[src/rtl/acc_64bit_ctrl_if.sv]
// Bus bundle for the 64-bit accumulator controller: upstream word channel,
// external ripple-carry adder hookup, and downstream result channel.
interface acc_64bit_ctrl_if;
  // Valid/ready rule for both channels: a transfer happens on a rising edge
  // where valid and ready are both 1. A source raises valid without waiting
  // for ready and holds valid and payload until that edge. A sink may change
  // ready at any time. A valid without ready transfers nothing.
  logic        in_valid;
  logic        in_ready;
  logic [63:0] in_data;
  logic        in_sub;
  logic        in_clr;
  logic        in_last;

  logic [63:0] add_a;
  logic [63:0] add_b;
  logic        add_cin;
  logic [63:0] add_sum;
  logic        add_cout;

  logic        out_valid;
  logic        out_ready;
  logic [63:0] out_data;
  logic        out_ovf;

  modport slave (
    input  in_valid, in_data, in_sub, in_clr, in_last,
    input  add_sum, add_cout,
    input  out_ready,
    output in_ready,
    output add_a, add_b, add_cin,
    output out_valid, out_data, out_ovf
  );

  modport master (
    output in_valid, in_data, in_sub, in_clr, in_last,
    output add_sum, add_cout,
    output out_ready,
    input  in_ready,
    input  add_a, add_b, add_cin,
    input  out_valid, out_data, out_ovf
  );
endinterface

[src/rtl/acc_64bit_ctrl.sv]
// Accumulator controller that drives an external 64-bit ripple-carry adder,
// waits a fixed number of settle cycles, then captures sum and overflow.
module acc_64bit_ctrl #(
  parameter int unsigned SETTLE_CYCLES = 2
) (
  input  logic             clk,
  input  logic             rst_n,
  acc_64bit_ctrl_if.slave  bus,
  output logic [1:0]       dbg_state
);

  typedef enum logic [1:0] {
    IDLE   = 2'd0,
    SETTLE = 2'd1,
    DONE   = 2'd2
  } state_t;

  localparam logic [3:0] SETTLE_INIT = SETTLE_CYCLES[3:0];

  state_t      state;
  state_t      state_nxt;
  logic [3:0]  cnt;
  logic [63:0] acc;
  logic        ovf;
  logic [63:0] add_a_r;
  logic [63:0] add_b_r;
  logic        add_cin_r;
  logic        sub_l;
  logic        clr_l;
  logic        last_l;

  logic        in_ready_c;
  logic        out_valid_c;
  logic        accept;
  logic        capture;

  // State register.
  always_ff @(posedge clk or negedge rst_n) begin
    if (!rst_n) begin
      state <= IDLE;
    end else begin
      state <= state_nxt;
    end
  end

  // Next-state and handshake decode.
  always_comb begin
    state_nxt   = state;
    in_ready_c  = 1'b0;
    out_valid_c = 1'b0;
    accept      = 1'b0;
    capture     = 1'b0;
    case (state)
      IDLE: begin
        in_ready_c = 1'b1;
        if (bus.in_valid) begin
          accept    = 1'b1;
          state_nxt = SETTLE;
        end
      end
      SETTLE: begin
        // Counter of 1 means this edge is the SETTLE_CYCLES-th since accept.
        if (cnt <= 4'd1) begin
          capture   = 1'b1;
          state_nxt = last_l ? DONE : IDLE;
        end
      end
      DONE: begin
        out_valid_c = 1'b1;
        if (bus.out_ready) begin
          state_nxt = IDLE;
        end
      end
      default: begin
        state_nxt = IDLE;
      end
    endcase
  end

  // Adder operands are launched at accept and held untouched until the next
  // accept, so the ripple chain sees constant inputs through the capture edge.
  always_ff @(posedge clk or negedge rst_n) begin
    if (!rst_n) begin
      add_a_r   <= 64'd0;
      add_b_r   <= 64'd0;
      add_cin_r <= 1'b0;
      sub_l     <= 1'b0;
      clr_l     <= 1'b0;
      last_l    <= 1'b0;
    end else if (accept) begin
      add_a_r   <= bus.in_clr ? 64'd0 : acc;
      add_b_r   <= bus.in_sub ? ~bus.in_data : bus.in_data;
      add_cin_r <= bus.in_sub;
      sub_l     <= bus.in_sub;
      clr_l     <= bus.in_clr;
      last_l    <= bus.in_last;
    end
  end

  always_ff @(posedge clk or negedge rst_n) begin
    if (!rst_n) begin
      cnt <= 4'd0;
    end else if (accept) begin
      cnt <= SETTLE_INIT;
    end else if (state == SETTLE && cnt != 4'd0) begin
      cnt <= cnt - 4'd1;
    end
  end

  // Subtraction is a + ~b + 1, so a missing carry-out signals a borrow.
  always_ff @(posedge clk or negedge rst_n) begin
    if (!rst_n) begin
      acc <= 64'd0;
      ovf <= 1'b0;
    end else if (capture) begin
      acc <= bus.add_sum;
      ovf <= (clr_l ? 1'b0 : ovf) | (sub_l ? ~bus.add_cout : bus.add_cout);
    end
  end

  assign bus.in_ready  = in_ready_c;
  assign bus.out_valid = out_valid_c;
  assign bus.out_data  = acc;
  assign bus.out_ovf   = ovf;
  assign bus.add_a     = add_a_r;
  assign bus.add_b     = add_b_r;
  assign bus.add_cin   = add_cin_r;
  assign dbg_state     = state;

endmodule

[src/flat_wrapper.sv]
// flat-port wrapper written by rule: the top's interface ports become plain ports
module acc_64bit_ctrl_flat 
#(
  parameter int unsigned SETTLE_CYCLES = 2
)
  (clk, rst_n, dbg_state, bus_in_valid, bus_in_data, bus_in_sub, bus_in_clr, bus_in_last, bus_add_sum, bus_add_cout, bus_out_ready, bus_in_ready, bus_add_a, bus_add_b, bus_add_cin, bus_out_valid, bus_out_data, bus_out_ovf);
  acc_64bit_ctrl_if bus_i ();
  input  logic clk;
  input  logic rst_n;
  output logic [1:0] dbg_state;
  input wire logic [$bits(bus_i.in_valid)-1:0] bus_in_valid;
  input wire logic [$bits(bus_i.in_data)-1:0] bus_in_data;
  input wire logic [$bits(bus_i.in_sub)-1:0] bus_in_sub;
  input wire logic [$bits(bus_i.in_clr)-1:0] bus_in_clr;
  input wire logic [$bits(bus_i.in_last)-1:0] bus_in_last;
  input wire logic [$bits(bus_i.add_sum)-1:0] bus_add_sum;
  input wire logic [$bits(bus_i.add_cout)-1:0] bus_add_cout;
  input wire logic [$bits(bus_i.out_ready)-1:0] bus_out_ready;
  output wire logic [$bits(bus_i.in_ready)-1:0] bus_in_ready;
  output wire logic [$bits(bus_i.add_a)-1:0] bus_add_a;
  output wire logic [$bits(bus_i.add_b)-1:0] bus_add_b;
  output wire logic [$bits(bus_i.add_cin)-1:0] bus_add_cin;
  output wire logic [$bits(bus_i.out_valid)-1:0] bus_out_valid;
  output wire logic [$bits(bus_i.out_data)-1:0] bus_out_data;
  output wire logic [$bits(bus_i.out_ovf)-1:0] bus_out_ovf;
  assign bus_i.in_valid = bus_in_valid;
  assign bus_i.in_data = bus_in_data;
  assign bus_i.in_sub = bus_in_sub;
  assign bus_i.in_clr = bus_in_clr;
  assign bus_i.in_last = bus_in_last;
  assign bus_i.add_sum = bus_add_sum;
  assign bus_i.add_cout = bus_add_cout;
  assign bus_i.out_ready = bus_out_ready;
  assign bus_in_ready = bus_i.in_ready;
  assign bus_add_a = bus_i.add_a;
  assign bus_add_b = bus_i.add_b;
  assign bus_add_cin = bus_i.add_cin;
  assign bus_out_valid = bus_i.out_valid;
  assign bus_out_data = bus_i.out_data;
  assign bus_out_ovf = bus_i.out_ovf;
  acc_64bit_ctrl #(.SETTLE_CYCLES(SETTLE_CYCLES)) u_core (.clk(clk), .rst_n(rst_n), .bus(bus_i), .dbg_state(dbg_state));
endmodule
[config.mk]
export PLATFORM = sky130hd
export DESIGN_NAME = acc_64bit_ctrl_flat
export DESIGN_NICKNAME = d
export VERILOG_FILES = /design/src/rtl/acc_64bit_ctrl_if.sv /design/src/rtl/acc_64bit_ctrl.sv /design/src/flat_wrapper.sv
export SDC_FILE = /design/constraint.sdc
export NUM_CORES = 1
export LEC_CHECK = 0
export CAP_MARGIN = 20
export CORE_ASPECT_RATIO = 1.75
export CORE_MARGIN = 2
export CORE_UTILIZATION = 35
export CTS_CLUSTER_SIZE = 24
export DETAILED_ROUTE_END_ITERATION = 10
export HOLD_SLACK_MARGIN = 0.06
export PLACE_DENSITY = 0.74
export SLEW_MARGIN = 25
export SYNTH_ARGS = -nofsm -noshare
export SYNTH_HDL_FRONTEND = slang
export SYNTH_SLANG_ARGS = --single-unit
[constraint.sdc]
create_clock -name clk -period 3.6 [get_ports clk]
set_input_delay 0.72 -clock clk [delete_from_list [all_inputs] [get_ports clk]]
set_output_delay 0.72 -clock clk [all_outputs]
set_load 0.01 [all_outputs]
==> results of run 1 <==
-- routing by layer --
layer	global-route usage [%]	wire length (µm)	share of wire [%]	up-vias
met1	19.7	8390	36	2968
li1	-	-	-	3054
met3	3.70	1380	6.0	53
met2	31.6	12300	53	197
met4	8.01	945	4.1	4
met5	0	27	0.12	-
-- power groups by stage --
stage                     logic, µW  registers [µW]  clock network (µW)
after floorplan                2070            4310                   0
after global placement         4870            3950                   0
after detailed placement       4940            3990                   0
after CTS                      4950            3960                2240
after global routing           5270            4090                2310
final                          4870            3950                2160
-- sequential cells by signal, summed over array words and instances, names as in the netlist --
name	flops
u_core.bus.add_b	64
u_core.bus.add_cin	1
u_core.last_l	1
u_core.bus.out_ovf	1
u_core.bus.out_data	64
u_core.clr_l	1
u_core.bus.add_a	64
u_core.dbg_state	2
u_core.cnt	4
-- area by class of cell --
| cell class | instances | area [µm²] | area share, % |
|---|---|---|---|
| antenna | 3 | 7.51 | 0.0585 |
| multi-input combinational | 484 | 3260 | 25.4 |
| inverter | 4 | 15.0 | 0.117 |
| timing repair buffer | 341 | 3450 | 26.8 |
| clock buffer | 29 | 566 | 4.40 |
| clock inverter | 5 | 100 | 0.780 |
| sequential | 202 | 5050 | 39.4 |
| tap | 312 | 390 | 3.04 |
-- cell families after synthesis --
| logic type | count (synthesis) | synth area share, % |
|---|---|---|
| flip-flops | 202 | 58.4 |
| multiplexers | 68 | 11.0 |
| AND/OR/NAND/NOR | 212 | 11.6 |
| buffers and inverters | 55 | 3.96 |
| XOR/XNOR | 65 | 6.58 |
| AO/OA/AOI/OAI | 136 | 8.05 |
| adder cells (fa/ha/maj) | 3 | 0.434 |
-- layout by cell type, fill, tap and decap left out, drive strengths merged --
master / count
nor3b: 1
nand3: 2
o31ai: 2
mux2i: 1
nor2b: 2
diode: 3
inv: 4
a31oi: 1
or4: 1
a22o: 1
nand2: 131
nor2: 5
mux2: 67
a21oi: 1
or3: 1
o21ai: 129
a2bb2oi: 1
clkinv: 2
xnor2: 65
clkbuf: 30
buf: 10
or4b: 2
clkdlybuf4s50: 330
nand2b: 65
nor3: 1
ha: 3
dfrtp: 202
or3b: 1
o21bai: 1
bufinv: 3
-- worst max path at each step --
stage | start | to | slack [ns] | cells after the start
3_3_place_gp | bus_in_valid | u_core.bus.add_a[26]$_DFFE_PN0P_ | 1.03 | 4
6_report | u_core.dbg_state[0]$_DFFE_PN0P_ | bus_out_valid | 1.06 | 2
4_1_cts | u_core.dbg_state[0]$_DFFE_PN0P_ | bus_out_valid | 1.0 | 2
5_1_grt | u_core.dbg_state[0]$_DFFE_PN0P_ | bus_out_valid | 0.98 | 2
2_1_floorplan | bus_in_valid | u_core.bus.add_b[29]$_DFFE_PN0P_ | 1.72 | 7
3_5_place_dp | bus_in_valid | u_core.bus.add_a[15]$_DFFE_PN0P_ | 1.00 | 4
-- metrics by stage --
step	hold slack (ns)	power, µW	setup slack (ns)	cell area, µm²
4_1_cts	0.231	11100	0.996	12800
3_3_place_gp	0.461	8820	1.03	12200
2_1_floorplan	0.424	6380	1.72	8660
5_1_grt	0.243	11700	0.984	12800
6_report	0.207	11000	1.06	12800
3_5_place_dp	0.469	8930	1.00	12200
==> results by group, run 1 <==
Synth
  • Post-synth top flop: dfrtp_1
  • Synthesized cell area: 8660 µm²
  • Sequential area share after synthesis: 58.4%
  • Ys Warns: 0
  • Post-Synthesis Cells: 741
  • Synth Register Bits: 202
  • Synth async-reset ratio: 100%
  • Number of flops mapped to enable cells by yosys: 0
  • Syn nets: 880
  • Synth top area share: 58.4%
  • Mean post-synth cell area: 11.7 µm²
  • Post-synth cell types: 33
  • Synth cell count leaders: 202 x dfrtp_1, 131 x nand2_1, 129 x o21ai_0
  • Largest cells by area after synthesis: dfrtp_1 58%, mux2_4 8.5%, o21ai_0 7.5%
  • Cell taking the most area after synthesis: dfrtp_1
  • Most common cell in the netlist: dfrtp_1

Timing
  • Slew Viols, Final: 0
  • Achievable Freq: 0.394 GHz
  • RSZ-0062 raised after global routing: no
  • Worst Skew: 0.0112 ns
  • Crit share post-route: 70.5%
  • Fin. Hold Viols: 0
  • Final setup vio count: 0
  • Slew HR: 49.5%
  • Post-route setup TNS: 0 ns
  • Worst-margin pin slew: 0.758 ns
  • Final min period: 2.54 ns

Floorplan
  • Die H: 212 µm
  • Initial Util: 35.4%
  • Core ar.: 24400 µm²
  • DIE WIDTH: 123 µm
  • Die area: 26100 µm²
  • Top Ports: 334
  • Row count: 76

Min path
  • HP Class: in2async

Critical path
  • Worst r2r path cells: 4
  • Crit-path cells: nor2b_1, clkdlybuf4s50_1
  • Crit Path Max Fanout: 11
  • Arrival @ worst endpoint: 1.82 ns
  • Buffers & Inverters on Critical Path: 1
  • Delay-heaviest family, CP: buffers and inverters
  • Type of the worst setup path: reg2out
  • CP startpoint kind: flip-flop
  • R2r setup slk: 1.32 ns
  • Highest-delay cell along the critical path: clkdlybuf4s50_1
  • Critical path data required time: 2.88 ns
  • R2R Path Start: u_core.dbg_state[0]$_DFFE_PN0P_
  • Reg-to-reg critical path endpoint: u_core.bus.out_data[0]$_DFFE_PN0P_
  • Crit path largest cell delay: 0.60 ns
  • Crit end category: output port

Global route
  • Initial antenna violation count: 4
  • Total GRT Usage: 17.6%
  • Gr ovfl total: 0
  • Pin count of the biggest net entering global routing: 85
  • Via count of the first global-routing pass: 6435
  • First-pass GRT wire length: 35800 µm

Route
  • Antenna Nets Post-Route: 0
  • Drt total wl: 23000 µm
  • Vias: 6276
  • DR iter-0 viols: 251
  • Vias per cell: 4.55
  • DRC viols: 0
  • WL/cell: 16.7 µm
  • DR pass1 iterations: 4

Clocking
  • Postcts setup bufs: 0
  • Clock Path Buffers: 3
  • CTS resizes: 0
  • H-tree depth: 1
  • Clock root buffer: clkbuf_16
  • Clk_lat worst skew: 0.49 ns
  • Clk sinks: 202
  • CTS Hold Bufs: 0
  • Num CTS Buffers: 20
  • Reg clk slew, reported paths: 0.07 ns
  • CTS tree: done

Place
  • Sum of net half-perimeters after detailed placement: 16800 µm
  • Placed cells: 1343
  • Routability congestion estimate: 0.802
  • I/O Buffers: 333

Power and ir drop
  • Worst VDD drop: 0.580 mV
  • PD cells: 855 nW/µm²
  • Comb pwr share: 44.4%
  • Part of the power in registers: 36.0%
  • P_int: 7430 µW
  • Static leakage: 0.00544 µW
  • Clock Power Share: 19.7%
  • Sw Share: 32.3%
  • Sw power: 3550 µW

Final layout
  • Fillcell total: 2182
  • Final Util: 52.5%
  • Final std cells w/o fill: 1380
  • Fin nets: 1192
  • Area Overhead vs Synth: 48.3%
  • Share of cells above drive strength 1: 10.2%

Job
  • Max_cap viols: 0

Outcome
  • Status: finished, final reports clean
No activity file was read; power rests on OpenSTA's default activity.
==> inputs of run 2 (changes only) <==
PLACE_DENSITY = 0.77   (was 0.74)
clock period = 2.12 ns   (was 3.6 ns; I/O delays follow)
==> run 2 against run 1 <==
Clock-buffer cell count shrank 3. First-iteration DRC count shrank 16%. Hold slack gained 0.21 ns. Clock skew grew 0.00099 ns. Sequential share of layout area shrank 0.30 points. Via count grew 1.8%. Critical path depth grew 2. Critical path type is now reg2reg. Largest cell class unchanged. Largest power group unchanged.
==> results by group, run 2 (synthesized netlist as in run 1, its figures left out) <==
Outcome
  • Status: finished, final reports clean (unchanged)

Clocking
  • Num CTS Buffers: 20 (unchanged)
  • Clock Path Buffers: 3 (unchanged)
  • Clock root buffer: clkbuf_16 (unchanged)
  • CTS tree: done (unchanged)
  • H-tree depth: 1 (unchanged)
  • Clk sinks: 202 (unchanged)
  • Postcts setup bufs: 0 (unchanged)
  • Reg clk slew, reported paths: 0.06 ns (was 0.07 ns)
  • Clk_lat worst skew: 0.50 ns (was 0.49 ns)

Min path
  • HP Class: in2reg (was in2async)

Route
  • WL/cell: 17.3 µm (was 16.7 µm)
  • DR iter-0 viols: 212 (was 251)
  • Top routing layer in use: met5 (unchanged)
  • Drt total wl: 24000 µm (was 23000 µm)
  • Met3 wire len: 1300 µm (was 1380 µm)
  • Vias per cell: 4.60 (was 4.55)
  • DRC viols: 0 (unchanged)
  • Vias: 6388 (was 6276)
  • Metal2 WL: 12900 µm (was 12300 µm)
  • M1 wire length: 8740 µm (was 8390 µm)
  • DR pass1 iterations: 4 (unchanged)
  • Antenna Nets Post-Route: 0 (unchanged)

Power and ir drop
  • PD cells: 1430 nW/µm² (was 855 nW/µm²)
  • Static leakage: 0.00550 µW (was 0.00544 µW)
  • Worst VDD drop: 0.989 mV (was 0.580 mV)

Timing
  • Final setup vio count: 0 (unchanged)
  • Worst-margin pin slew: 0.482 ns (was 0.758 ns)
  • Crit share post-route: 95.5%
  • Final min period: 2.02 ns
  • Slew Viols, Final: 0 (unchanged)
  • Achievable Freq: 0.494 GHz
  • Fin. Hold Viols: 0 (unchanged)
  • RSZ-0062 raised after global routing: no (unchanged)
  • Worst Skew: 0.0121 ns (was 0.0112 ns)
  • Slew HR: 67.9% (was 49.5%)
  • Post-route setup TNS: 0 ns (unchanged)

Final layout
  • Share of cells above drive strength 1: 11.5% (was 10.2%)
  • Finished Cell Area: 12900 µm² (was 12800 µm²)
  • Ant diodes: 0 (was 3)
  • Most frequent cells in the layout: 328 x clkdlybuf4s50_1, 202 x dfrtp_1, 131 x nand2_1 (was 330 x clkdlybuf4s50_1, 202 x dfrtp_1, 131 x nand2_1)
  • Final Util: 52.9% (was 52.5%)
  • Area Overhead vs Synth: 49.5% (was 48.3%)
  • Fin nets: 1207 (was 1192)
  • Commonest non-fill, non-tap cell in the layout: clkdlybuf4s50_1 (unchanged)

Floorplan
  • Row count: 76 (unchanged)
  • Die area: 26100 µm² (unchanged)
  • Initial Util: 35.4% (unchanged)
  • Die H: 212 µm (unchanged)
  • Core ar.: 24400 µm² (unchanged)
  • DIE WIDTH: 123 µm (unchanged)
  • Top Ports: 334 (unchanged)

Global route
  • Total GRT Usage: 18.3% (was 17.6%)
  • Pin count of the biggest net entering global routing: 96 (was 85)
  • Initial antenna violation count: 1 (was 4)
  • Gr ovfl total: 0 (unchanged)
  • First-pass GRT wire length: 36900 µm (was 35800 µm)
  • Via count of the first global-routing pass: 6691 (was 6435)

Critical path
  • CP startpoint kind: flip-flop (unchanged)
  • R2r setup slk: 0.1 ns (was 1.32 ns)
  • Critical path data required time: 2.50 ns (was 2.88 ns)
  • Crit end category: flip-flop (was output port)
  • Type of the worst setup path: reg2reg (was reg2out)
  • Crit Path Max Fanout: 31 (was 11)
  • Arrival @ worst endpoint: 2.40 ns (was 1.82 ns)

Place
  • Routability congestion estimate: 0.831 (was 0.802)
  • Sum of net half-perimeters after detailed placement: 17600 µm (was 16800 µm)
  • Placed inst area: 12300 µm² (was 12200 µm²)
  • I/O Buffers: 333 (unchanged)

Job
  • Max_cap viols: 0 (unchanged)
## run 2: cell count changes in the layout (fill, tap and decap cells not counted), moves of 2 or more
| cell | delta |
|---|---|
| buf_4 | +8 |
| buf_12 | +6 |
| clkbuf_1 | -4 |
| clkdlybuf4s50_1 | -2 |
| dlygate4sd2_1 | +2 |
| clkbuf_8 | +2 |
| diode_2 | -3 |
| bufinv_16 | -3 |
## run 2: final timing paths
check                                           startpoint                             endpoint  depth (start not counted)
hold reg to reg            u_core.bus.add_b[1]$_DFFE_PN0P_      u_core.bus.add_b[1]$_DFFE_PN0P_                          2
hold / removal                                  bus_in_sub     u_core.bus.add_b[54]$_DFFE_PN0P_                          3
setup / recovery                 u_core.cnt[3]$_DFFE_PN0P_   u_core.bus.out_data[1]$_DFFE_PN0P_                          4
max in group asynchronous                            rst_n     u_core.bus.add_b[12]$_DFFE_PN0P_                          3
setup reg to reg                 u_core.cnt[3]$_DFFE_PN0P_   u_core.bus.out_data[1]$_DFFE_PN0P_                          4
min in group asynchronous                            rst_n  u_core.bus.out_data[52]$_DFFE_PN0P_                          2
## run 2: cell type report
type                       count  area [µm²]
clock buffer                  26         553
clock inverter                 5        38.8
fill                        2125       11500
inverter                       4        15.0
multi-input combinational    484        3260
sequential                   202        5050
tap                          312         390
timing repair buffer         356        3630
## run 2: worst max-delay path, cell delays in order, from the launching register on
cell and delay [ns]:
dfrtp_1 0.46, or4b_4 0.55, nor2_4 0.20, buf_12 0.29
mux2_2 0.37
## run 2: timing repair
item / CTS / global route
endpoints found under the hold margin: 46 / 0
hold buffers: 1 / 0
gates resized for setup: 2 / 0
setup endpoints to repair: 2 / 0
## run 2: metal layers
layer / global-route usage (%) / up-vias
met5: 0 / -
met4: 9.43 / 2
met3: 3.27 / 58
met2: 32.7 / 205
met1: 20.3 / 3049
li1: - / 3074
## run 2: power by group
part	leakage, µW	switching, µW	internal (µW)
logic	0.00269	3580	4980
registers	0.00252	1140	5550
clock network	0.000290	1470	1830
## run 2: stage by stage
stage	hold slack, ns	setup WS (ns)	total power (µW)	cells
6_report	0.414	0.0960	18600	1389
4_1_cts	0.392	0.0733	18800	1389
3_5_place_dp	0.430	0.0834	15400	1357
3_3_place_gp	0.429	0.129	15100	1357
2_1_floorplan	0.128	0.271	10800	741
5_1_grt	0.427	0.0415	19700	1389
